===== config.mk =====
export PLATFORM = sky130hd
export DESIGN_NAME = adder_seq_ctrl_flat
export DESIGN_NICKNAME = d
export VERILOG_FILES = /design/src/rtl/adder_seq_pkg.sv /design/src/rtl/adder_seq_ctrl_if.sv /design/src/rtl/adder.sv /design/src/rtl/adder_seq_ctrl.sv /design/src/flat_wrapper.sv
export SDC_FILE = /design/constraint.sdc
export NUM_CORES = 1
export LEC_CHECK = 0
export ABC_AREA = 1
export CORE_UTILIZATION = 30
export CTS_CLUSTER_DIAMETER = 150
export DETAILED_ROUTE_END_ITERATION = 7
export SYNTH_ARGS = -nofsm -noshare
export SYNTH_HDL_FRONTEND = slang
export SYNTH_SLANG_ARGS = --single-unit

===== constraint.sdc =====
create_clock -name clk -period 5.04 [get_ports clk]
set_input_delay 1.008 -clock clk [delete_from_list [all_inputs] [get_ports clk]]
set_output_delay 1.008 -clock clk [all_outputs]
set_load 0.05 [all_outputs]

===== src/rtl/adder_seq_pkg.sv =====
// Shared types and defaults for the multi-limb adder sequencer.
//   state_t       : sequencer FSM encoding (IDLE, RUN, DONE)
//   N_DEFAULT     : default limb width
//   WORDS_DEFAULT : default limb count
//   idx_width()   : limb-index width, never below 1 bit
package adder_seq_pkg;

  typedef enum logic [1:0] {IDLE, RUN, DONE} state_t;

  localparam int unsigned N_DEFAULT     = 10;
  localparam int unsigned WORDS_DEFAULT = 4;

  function automatic int unsigned idx_width(input int unsigned words);
    return (words > 1) ? $clog2(words) : 1;
  endfunction

endpackage


===== src/rtl/adder_seq_ctrl_if.sv =====
// Requester <-> sequencer handshake bundle.
//   start/a/b/cin(/op) : request and operands, driven by the master
//   busy/done/sum/cout : status and result, driven by the slave
// Optional feature macro: ADDSEQ_SUB_EN adds the op (0=add, 1=subtract) signal.
interface adder_seq_ctrl_if
  import adder_seq_pkg::*;
#(
  parameter int unsigned N     = N_DEFAULT,
  parameter int unsigned WORDS = WORDS_DEFAULT
);
  localparam int unsigned W = N * WORDS;

  logic         start;
  logic [W-1:0] a;
  logic [W-1:0] b;
  logic         cin;
`ifdef ADDSEQ_SUB_EN
  logic         op;
`endif
  logic         busy;
  logic         done;
  logic [W-1:0] sum;
  logic         cout;

`ifdef ADDSEQ_SUB_EN
  modport master (output start, a, b, cin, op, input busy, done, sum, cout);
  modport slave  (input start, a, b, cin, op, output busy, done, sum, cout);
`else
  modport master (output start, a, b, cin, input busy, done, sum, cout);
  modport slave  (input start, a, b, cin, output busy, done, sum, cout);
`endif

endinterface


===== src/rtl/adder.sv =====
// N-bit ripple-carry adder (pure combinational).
//   i_a, i_b : addends      i_ci : carry in
//   o_s      : sum          o_co : carry out of the top bit
module adder #(
  parameter int unsigned N = 10
) (
  input  logic [N-1:0] i_a,
  input  logic [N-1:0] i_b,
  input  logic         i_ci,
  output logic [N-1:0] o_s,
  output logic         o_co
);

  logic w_c;

  always_comb begin
    w_c = i_ci;
    o_s = '0;
    for (int unsigned k = 0; k < N; k++) begin
      o_s[k] = i_a[k] ^ i_b[k] ^ w_c;
      w_c    = (i_a[k] & i_b[k]) | (w_c & (i_a[k] ^ i_b[k]));
    end
    o_co = w_c;
  end

endmodule


===== src/rtl/adder_seq_ctrl.sv =====
// Multi-cycle WORDS*N-bit adder built on one shared N-bit ripple adder,
// processing one limb per cycle with the carry registered between limbs.
//   clk    : rising-edge clock
//   rst_n  : asynchronous active-low reset
//   io_bus : slave side of adder_seq_ctrl_if (start/a/b/cin[/op] in,
//            busy/done/sum/cout out)
// Optional feature macro: ADDSEQ_SUB_EN enables op=1 subtraction (A-B).
module adder_seq_ctrl
  import adder_seq_pkg::*;
#(
  parameter int unsigned N     = N_DEFAULT,
  parameter int unsigned WORDS = WORDS_DEFAULT
) (
  input  logic             clk,
  input  logic             rst_n,
  adder_seq_ctrl_if.slave  io_bus
);

  localparam int unsigned W    = N * WORDS;
  localparam int unsigned IW   = idx_width(WORDS);
  localparam int unsigned BW   = (W > 1) ? $clog2(W) : 1;
  localparam int unsigned LAST = WORDS - 1;

  state_t          r_state, w_state_nxt;
  logic [IW-1:0]   r_idx;
  logic [W-1:0]    r_a, r_b, r_sum;
  logic            r_carry, r_cout, r_sub;

  logic            w_op;
  logic            w_last;
  logic [BW-1:0]   w_base;
  logic [N-1:0]    w_a_limb, w_b_limb, w_s;
  logic            w_co;

`ifdef ADDSEQ_SUB_EN
  assign w_op = io_bus.op;
`else
  assign w_op = 1'b0;
`endif

  assign w_last   = (r_idx == IW'(LAST));
  assign w_base   = BW'(r_idx * N);
  assign w_a_limb = r_a[w_base +: N];
  // Subtraction is A + ~B + 1; the +1 enters as the limb-0 carry latched on start.
  assign w_b_limb = r_b[w_base +: N] ^ {N{r_sub}};

  adder #(.N(N)) u_adder (
    .i_a  (w_a_limb),
    .i_b  (w_b_limb),
    .i_ci (r_carry),
    .o_s  (w_s),
    .o_co (w_co)
  );

  always_comb begin
    w_state_nxt = r_state;
    case (r_state)
      IDLE:    if (io_bus.start) w_state_nxt = RUN;
      RUN:     if (w_last)       w_state_nxt = DONE;
      DONE:                      w_state_nxt = IDLE;
      default:                   w_state_nxt = IDLE;
    endcase
  end

  always_ff @(posedge clk or negedge rst_n) begin
    if (!rst_n) r_state <= IDLE;
    else        r_state <= w_state_nxt;
  end

  always_ff @(posedge clk or negedge rst_n) begin
    if (!rst_n) begin
      r_idx   <= '0;
      r_a     <= '0;
      r_b     <= '0;
      r_sum   <= '0;
      r_carry <= 1'b0;
      r_cout  <= 1'b0;
      r_sub   <= 1'b0;
    end else begin
      case (r_state)
        IDLE: begin
          if (io_bus.start) begin
            r_a     <= io_bus.a;
            r_b     <= io_bus.b;
            r_idx   <= '0;
            r_sub   <= w_op;
            r_carry <= w_op ? 1'b1 : io_bus.cin;
          end
        end
        RUN: begin
          r_sum[w_base +: N] <= w_s;
          r_carry            <= w_co;
          // idx parks on the last limb rather than wrapping.
          if (w_last) r_cout <= w_co;
          else        r_idx  <= r_idx + IW'(1);
        end
        default: ;
      endcase
    end
  end

  assign io_bus.busy = (r_state != IDLE);
  assign io_bus.done = (r_state == DONE);
  assign io_bus.sum  = r_sum;
  assign io_bus.cout = r_cout;

endmodule

===== src/flat_wrapper.sv =====
// flat-port wrapper written by rule: the top's interface ports become plain ports
module adder_seq_ctrl_flat import adder_seq_pkg::*;
#(
  parameter int unsigned N     = N_DEFAULT,
  parameter int unsigned WORDS = WORDS_DEFAULT
)
  (clk, rst_n, io_bus_start, io_bus_a, io_bus_b, io_bus_cin, io_bus_busy, io_bus_done, io_bus_sum, io_bus_cout);
  adder_seq_ctrl_if #(.N(N), .WORDS(WORDS)) io_bus_i ();
  input  logic clk;
  input  logic rst_n;
  input wire logic [$bits(io_bus_i.start)-1:0] io_bus_start;
  input wire logic [$bits(io_bus_i.a)-1:0] io_bus_a;
  input wire logic [$bits(io_bus_i.b)-1:0] io_bus_b;
  input wire logic [$bits(io_bus_i.cin)-1:0] io_bus_cin;
  output wire logic [$bits(io_bus_i.busy)-1:0] io_bus_busy;
  output wire logic [$bits(io_bus_i.done)-1:0] io_bus_done;
  output wire logic [$bits(io_bus_i.sum)-1:0] io_bus_sum;
  output wire logic [$bits(io_bus_i.cout)-1:0] io_bus_cout;
  assign io_bus_i.start = io_bus_start;
  assign io_bus_i.a = io_bus_a;
  assign io_bus_i.b = io_bus_b;
  assign io_bus_i.cin = io_bus_cin;
  assign io_bus_busy = io_bus_i.busy;
  assign io_bus_done = io_bus_i.done;
  assign io_bus_sum = io_bus_i.sum;
  assign io_bus_cout = io_bus_i.cout;
  adder_seq_ctrl #(.N(N), .WORDS(WORDS)) u_core (.clk(clk), .rst_n(rst_n), .io_bus(io_bus_i));
endmodule

Word-level counts from Yosys, hierarchy flattened
Cells that the tools add are included.
Widths: inputs -> output; s select.
- register bits after elaboration: 126
- bits in latches: 0
- RAM bits: 0
- memory bits (read-only): 0
- input port bits: 84
- output and inout bits: 43
- logic and storage cells: 87
- memories: 0
- add/sub/neg operators: 2
- multiply operators: 1
- div/mod/pow operators: 0
- magnitude comparators: 0
- equality and inequality tests: 6
- shifts and indexed selects: 4
- muxes and demuxes: 9
- bitwise gates (word level): 50
- reductions and logical operators: 8
- operator list (kind ; count):
    $shiftx 40x7->10 ; 2
    $bwmux 40 ; 1
    $shift 10x8->40 const A ; 1
    $shiftx 10x8->40 ; 1
    $and 1x1->1 ; 20
    $xor 1x1->1 ; 20
    $or 1x1->1 ; 10
    $mux 2 ; 4
    $neg 6->8 ; 1
    $pmux 2 s2 ; 2
    $reduce_and 2->1 ; 4
    $mul 2x3->5 const B ; 1
    $eq 2x2->1 const B ; 2
    $ne 2x2->1 const B ; 2
    $reduce_bool 2->1 ; 2
    $reduce_and 3->1 ; 1
    $add 2x1->2 const B ; 1
    $eq 2x1->1 const B ; 1
    $logic_not 2->1 ; 1
    $ne 2x1->1 const B ; 1
    $pmux 1 s2 ; 1
    $mux 1 ; 1

Logic depth before layout (Yosys ltp)
Gate-level depths: netlist (run 1).
- depth in word-level cells: 24
- depth in mapped cells: 24
- depth with buffers taken out: 21

Hierarchy
A second synthesis (run 1) with hierarchy kept.
- cell total of the unflattened synthesis: 826
- area total of the unflattened synthesis: 6341.1 sq um
- by module, submodules not included (module ; times used ; cells each ; area each (sq um) ; seq. area each (sq um)):
    adder_seq_ctrl ; 1 ; 806 ; 6103.4 ; 3153.0
    adder ; 1 ; 20 ; 237.7 ; 0.0

Worst setup path after synthesis (run 1)
OpenSTA, ideal clock, no wires.
- path kind: register to register
- from: register u_core.r_idx[0]
- to: register u_core.r_sum[37] (netlist: u_core.io_bus.sum[37])
- library setup time: 0.076 ns
- data arrival time: 4.797 ns
- data required time: 4.964 ns
- path slack: 0.167 ns
- stages on the path, launching flop included: 22
- path buffers: 3
- period minus slack after synthesis: 4.873 ns
- cell sequence: dfrtp_1 -> buf_6 -> buf_2 -> buf_4 -> a21oi_1 -> a32o_1 -> fa_1 -> fa_1 -> fa_1 -> fa_1 -> inv_1 -> fa_1 -> fa_1 -> fa_1 -> fa_1 -> fa_1 -> fa_1 -> nand2_1 -> nor2_1 -> nand2_1 -> and2_1 -> o21ai_1
- word-level cells in the longest chain between the ends: 24
- elaborated cells between the ends (all ways): 54
- those cells by class: add/sub (1); mul (1); shift (4); mux (1); bitwise (47)
- ends and longest elaborated chain (item ; RTL line ; RTL):
    from (decl) ; adder_seq_ctrl.sv:25 ; logic [IW-1:0] r_idx;
    from (signal assigned) ; adder_seq_ctrl.sv:95 ; else r_idx <= r_idx + IW'(1);
    $mul 2x3->5 (*) ; adder_seq_ctrl.sv:42 ; assign w_base = BW'(r_idx * N);
    $shiftx 40x7->10 (on tied branches) ; adder_seq_ctrl.sv:43, adder_seq_ctrl.sv:45 ;
    $xor 1x1->1 ; adder.sv:20, adder.sv:21 ;
    $and 1x1->1 ; adder.sv:21 ; w_c = (i_a[k] & i_b[k]) | (w_c & (i_a[k] ^ i_b[k]));
    $or 1x1->1 ; adder.sv:21 ;
    $and 1x1->1 ; adder.sv:21 ;
    $or 1x1->1 ; adder.sv:21 ;
    $and 1x1->1 ; adder.sv:21 ;
    [... 8 more ...] ; n/a ;
    $or 1x1->1 ; adder.sv:21 ;
    $and 1x1->1 ; adder.sv:21 ;
    $or 1x1->1 ; adder.sv:21 ;
    $and 1x1->1 ; adder.sv:21 ;
    $or 1x1->1 ; adder.sv:21 ;
    $xor 1x1->1 ; adder.sv:20 ; o_s[k] = i_a[k] ^ i_b[k] ^ w_c;
    $shiftx 10x8->40 ; adder_seq_ctrl.sv:91 ; r_sum[w_base +: N] <= w_s;
    $bwmux 40 (*) ; adder_seq_ctrl.sv:91 ;
    to (signal, indexed assignment) ; adder_seq_ctrl.sv:91 ;
    to (decl) ; adder_seq_ctrl.sv:26 ; logic [W-1:0] r_a, r_b, r_sum;
Mark *: on every way between the ends. The rest lies on a longest branch, timed or not.
A chain may end at the register's enable or synchronous reset.

Worst setup path after layout (run 1)
- from: register u_core.r_idx[0]
- to: register u_core.r_sum[35] (netlist: u_core.io_bus.sum[35])
Same word-level chain as after synthesis.

==> results.tsv, run 1 <==
metric	value	unit
IO Count	127	
synth cell count leaders	423 x nand2_1, 126 x dfrtp_1, 44 x nand3_1, 44 x nor2_1, 33 x o21ai_0	
FP Rows	53	
cells after synthesis	831	
LEAKAGE	4.21	nW
H-tree Lvls	4	
Post-synth EDFFs	0	
GRT Total Usage	0.174	
Die H	149	µm
crit path max fanout	10	
Synth area leaders	dfrtp_1 48%, nand2_1 24%, nand3_1 3.4%	
power share of the sequential group	0.241	
fin crit period	4.84	ns
Tot Pwr	7.19	mW
layout cells sized above 1	0.0985	
Most used DFF post-synth	dfrtp_1	
YS warnings	0	
Nets	1051	
most common cell in the netlist	nand2_1	
largest net degree at the start of global routing	73	
Setup crit end kind	flip-flop	
syn nets	931	
Syn Area/Cell	7.83	µm²
vias in the first global route	5627	
DRC violations left	0	
Hold Worst Slack	0.472	ns
worst path arrival time	5.20	ns
CTS sink cnt	126	
Comb power frac	0.589	
status	complete, no violations	
final number of setup-violating endpoints	0	
Slew headroom	0.383	
fmax	207	MHz
Hold WC Path Type	flip-flop to flip-flop	
pwr/cell area	836	nW/µm²
global-route wire length before repair	29600	µm
CTS Buffer Depth	2	
Sw Ratio	0.486	
CP most frequent cell	fa_1	
Slew @ Worst Pin	0.925	ns
dpl hpwl	13200	µm
Synth cell types	33	
Initial DRC Count	418	
diode count	0	
Clock Latency Late Sink	0.43	ns
Final Hold Violating Endpoints	0	
Worst Path Required	5.40	ns
cell-internal power	3.70	mW
DRT antenna net count	0	
Buf+Inv Stages, Crit Path	3	
CP delay by family, top	adder cells	
initial antenna violation count	0	
CTS clock-pin slew for the worst setup and hold paths	0.05	ns
startpoint types	flip-flop	
max_cap viols	0	
full die area	22300	µm²
worst-case vdd ir drop	0.000552	V
critical-path cell list	buf_12 -> buf_4 -> a21oi_1 -> a32o_2 -> fa_1 -> fa_1 -> fa_1 -> inv_1 -> fa_1 -> fa_1 -> fa_2 -> fa_1 -> fa_2 -> fa_2 -> nand3_2 -> nand3_1 -> nand2_1 -> nor2_2 -> nand2_1 -> nand2_1	
I/O Buffers	126	
fill count	2184	
critical path class	flip-flop to flip-flop	
Max Slew Vio Count	0	
TritonCTS clock tree	built	
Root Buffer	clkbuf_16	
Worst path max stage delay	0.65	ns
TritonCTS buffer count	17	
Crit-path slowest cell	fa_2	
drt pass-1 iters	5	
P_sw	3.50	mW
routability congestion estimate	0.876	
Final Util	0.407	
Synth Cell Area	6500	µm²
largest area contributor in the netlist	dfrtp_1	
Avg Vias per Cell	4.64	
asr flop ratio synth	1.00	
Die Width	149	µm
Total Neg Setup Slack	0	ns
GRT overflow	0	
core area	21200	µm²
clock power share	0.170	
final wirelength	18300	µm
routed len/inst	14.8	µm
RSZ-0062 raised after global routing	false	
Area Overhead vs Synth	32.3	%
Yosys reg bits	126	
Initial Util	0.307	
sequential cell area fraction in the yosys report	0.485	
routed via count	5746	
clk_skew	0.0137	ns
fin crit share	0.961	
share of the synthesized area in the top cell type	0.485	
[per-stage QoR]
stage	setup slack [ns]	instance area (µm²)	cells
after floorplan	0.167	6500	831
after global placement	0.274	7940	1202
after detailed placement	0.180	7940	1202
after CTS	0.140	8530	1234
after global routing	0.00566	8600	1239
final	0.199	8600	1239
[tightest hold or removal path: cells and delay by family, from the launching register on]
kind,cells,cell delay [ns]
flip-flops,1,0.33
AND/OR/NAND/NOR,2,0.10
[area by class of cell]
class	instances	area [µm²]	area share
repair buffers	145	1410	0.164
well taps	275	344	0.0400
multi-input cells	636	3010	0.350
clock inverters	8	106	0.0124
inverters	25	96.3	0.0112
clock buffers	24	482	0.0560
flip-flops and latches	126	3150	0.367
[per-layer routing]
layer,track usage,vias to the layer above,wire (µm)
met2,0.270,182,8430
met1,0.238,2648,8480
li1,-,2885,-
met3,0.0367,31,1020
met4,0.0673,0,379
met5,0,-,0
[power by group through the flow]
stage          registers, mW  logic, mW  clock network, mW
4_1_cts                 1.74       4.08               1.25
3_3_place_gp            1.75       4.02                  0
3_5_place_dp            1.75       4.06                  0
2_1_floorplan           2.04       2.64                  0
6_report                1.73       4.24               1.22
5_1_grt                 1.78       4.66               1.29
[cell usage in the layout, fill, tap and decap left out, types with 2 or more instances in the layout]
| cell | netlist | layout |
|---|---|---|
| o22ai_1 | 13 | 13 |
| nand4_1 | 2 | 2 |
| o21ai_1 | 7 | 7 |
| buf_4 | 9 | 18 |
| inv_1 | 18 | 18 |
| nor2_1 | 44 | 42 |
| a21oi_1 | 10 | 9 |
| nand3_2 | 12 | 13 |
| nand3_1 | 44 | 43 |
| clkinv_4 | 0 | 2 |
| ha_1 | 6 | 6 |
| fa_2 | 0 | 3 |
| or2_2 | 4 | 4 |
| inv_2 | 5 | 5 |
| nor2_2 | 4 | 6 |
| clkdlybuf4s50_1 | 0 | 125 |
| a32o_1 | 8 | 5 |
| clkinvlp_4 | 0 | 2 |
| a22o_1 | 2 | 2 |
| bufinv_16 | 0 | 2 |
| o21ai_0 | 33 | 33 |
| nand2_1 | 423 | 422 |
| nand2_2 | 3 | 4 |
| a21boi_1 | 3 | 3 |
| dfrtp_1 | 126 | 125 |
| clkbuf_16 | 0 | 17 |
| fa_1 | 10 | 7 |
| nor2_4 | 4 | 4 |
| clkbuf_8 | 1 | 3 |
| a32o_2 | 0 | 3 |
| clkbuf_1 | 15 | 4 |
[kinds of logic after synthesis]
family,synth area share
compound gates,0.0720
buf+inv,0.0569
fa+ha+maj,0.0423
simple gates,0.344
flops,0.485
[flip-flops by register name, indices dropped and copies added (netlist names)]
name	cells
u_core.r_a	40
u_core.r_carry	1
u_core.r_idx	2
u_core.r_b	40
u_core.io_bus.cout	1
u_core.io_bus.sum	40
u_core.r_state	2
[repair_timing]
| item | 4_1_cts | 5_1_grt |
|---|---|---|
| resized for setup | 0 | 10 |
| buffers inserted | 0 | 5 |
| setup endpoints to repair | 0 | 14 |
| hold buffers | 0 | 0 |
[worst paths after layout]
kind	from	end	slack, ns	depth (start not counted)
max reg2reg	u_core.r_idx[0]$_DFFE_PN0P_	u_core.io_bus.sum[35]$_DFFE_PN0P_	0.20	20
max in group asynchronous	rst_n	u_core.r_b[10]$_DFFE_PN0P_	3.34	2
min in group asynchronous	rst_n	u_core.io_bus.sum[18]$_DFFE_PN0P_	0.73	1
min	u_core.r_a[28]$_DFFE_PN0P_	u_core.r_a[28]$_DFFE_PN0P_	0.47	2
max	u_core.r_idx[0]$_DFFE_PN0P_	u_core.io_bus.sum[35]$_DFFE_PN0P_	0.20	20
min reg2reg	u_core.r_a[28]$_DFFE_PN0P_	u_core.r_a[28]$_DFFE_PN0P_	0.47	2
Note: power is estimated with default switching activity, not from simulation.
==> inputs of run 2 (changes only) <==
- CTS_CLUSTER_DIAMETER: 150 -> 40
==> results of run 2 <==
No change in the layout: final DEF, timing and power equal those of run 1.
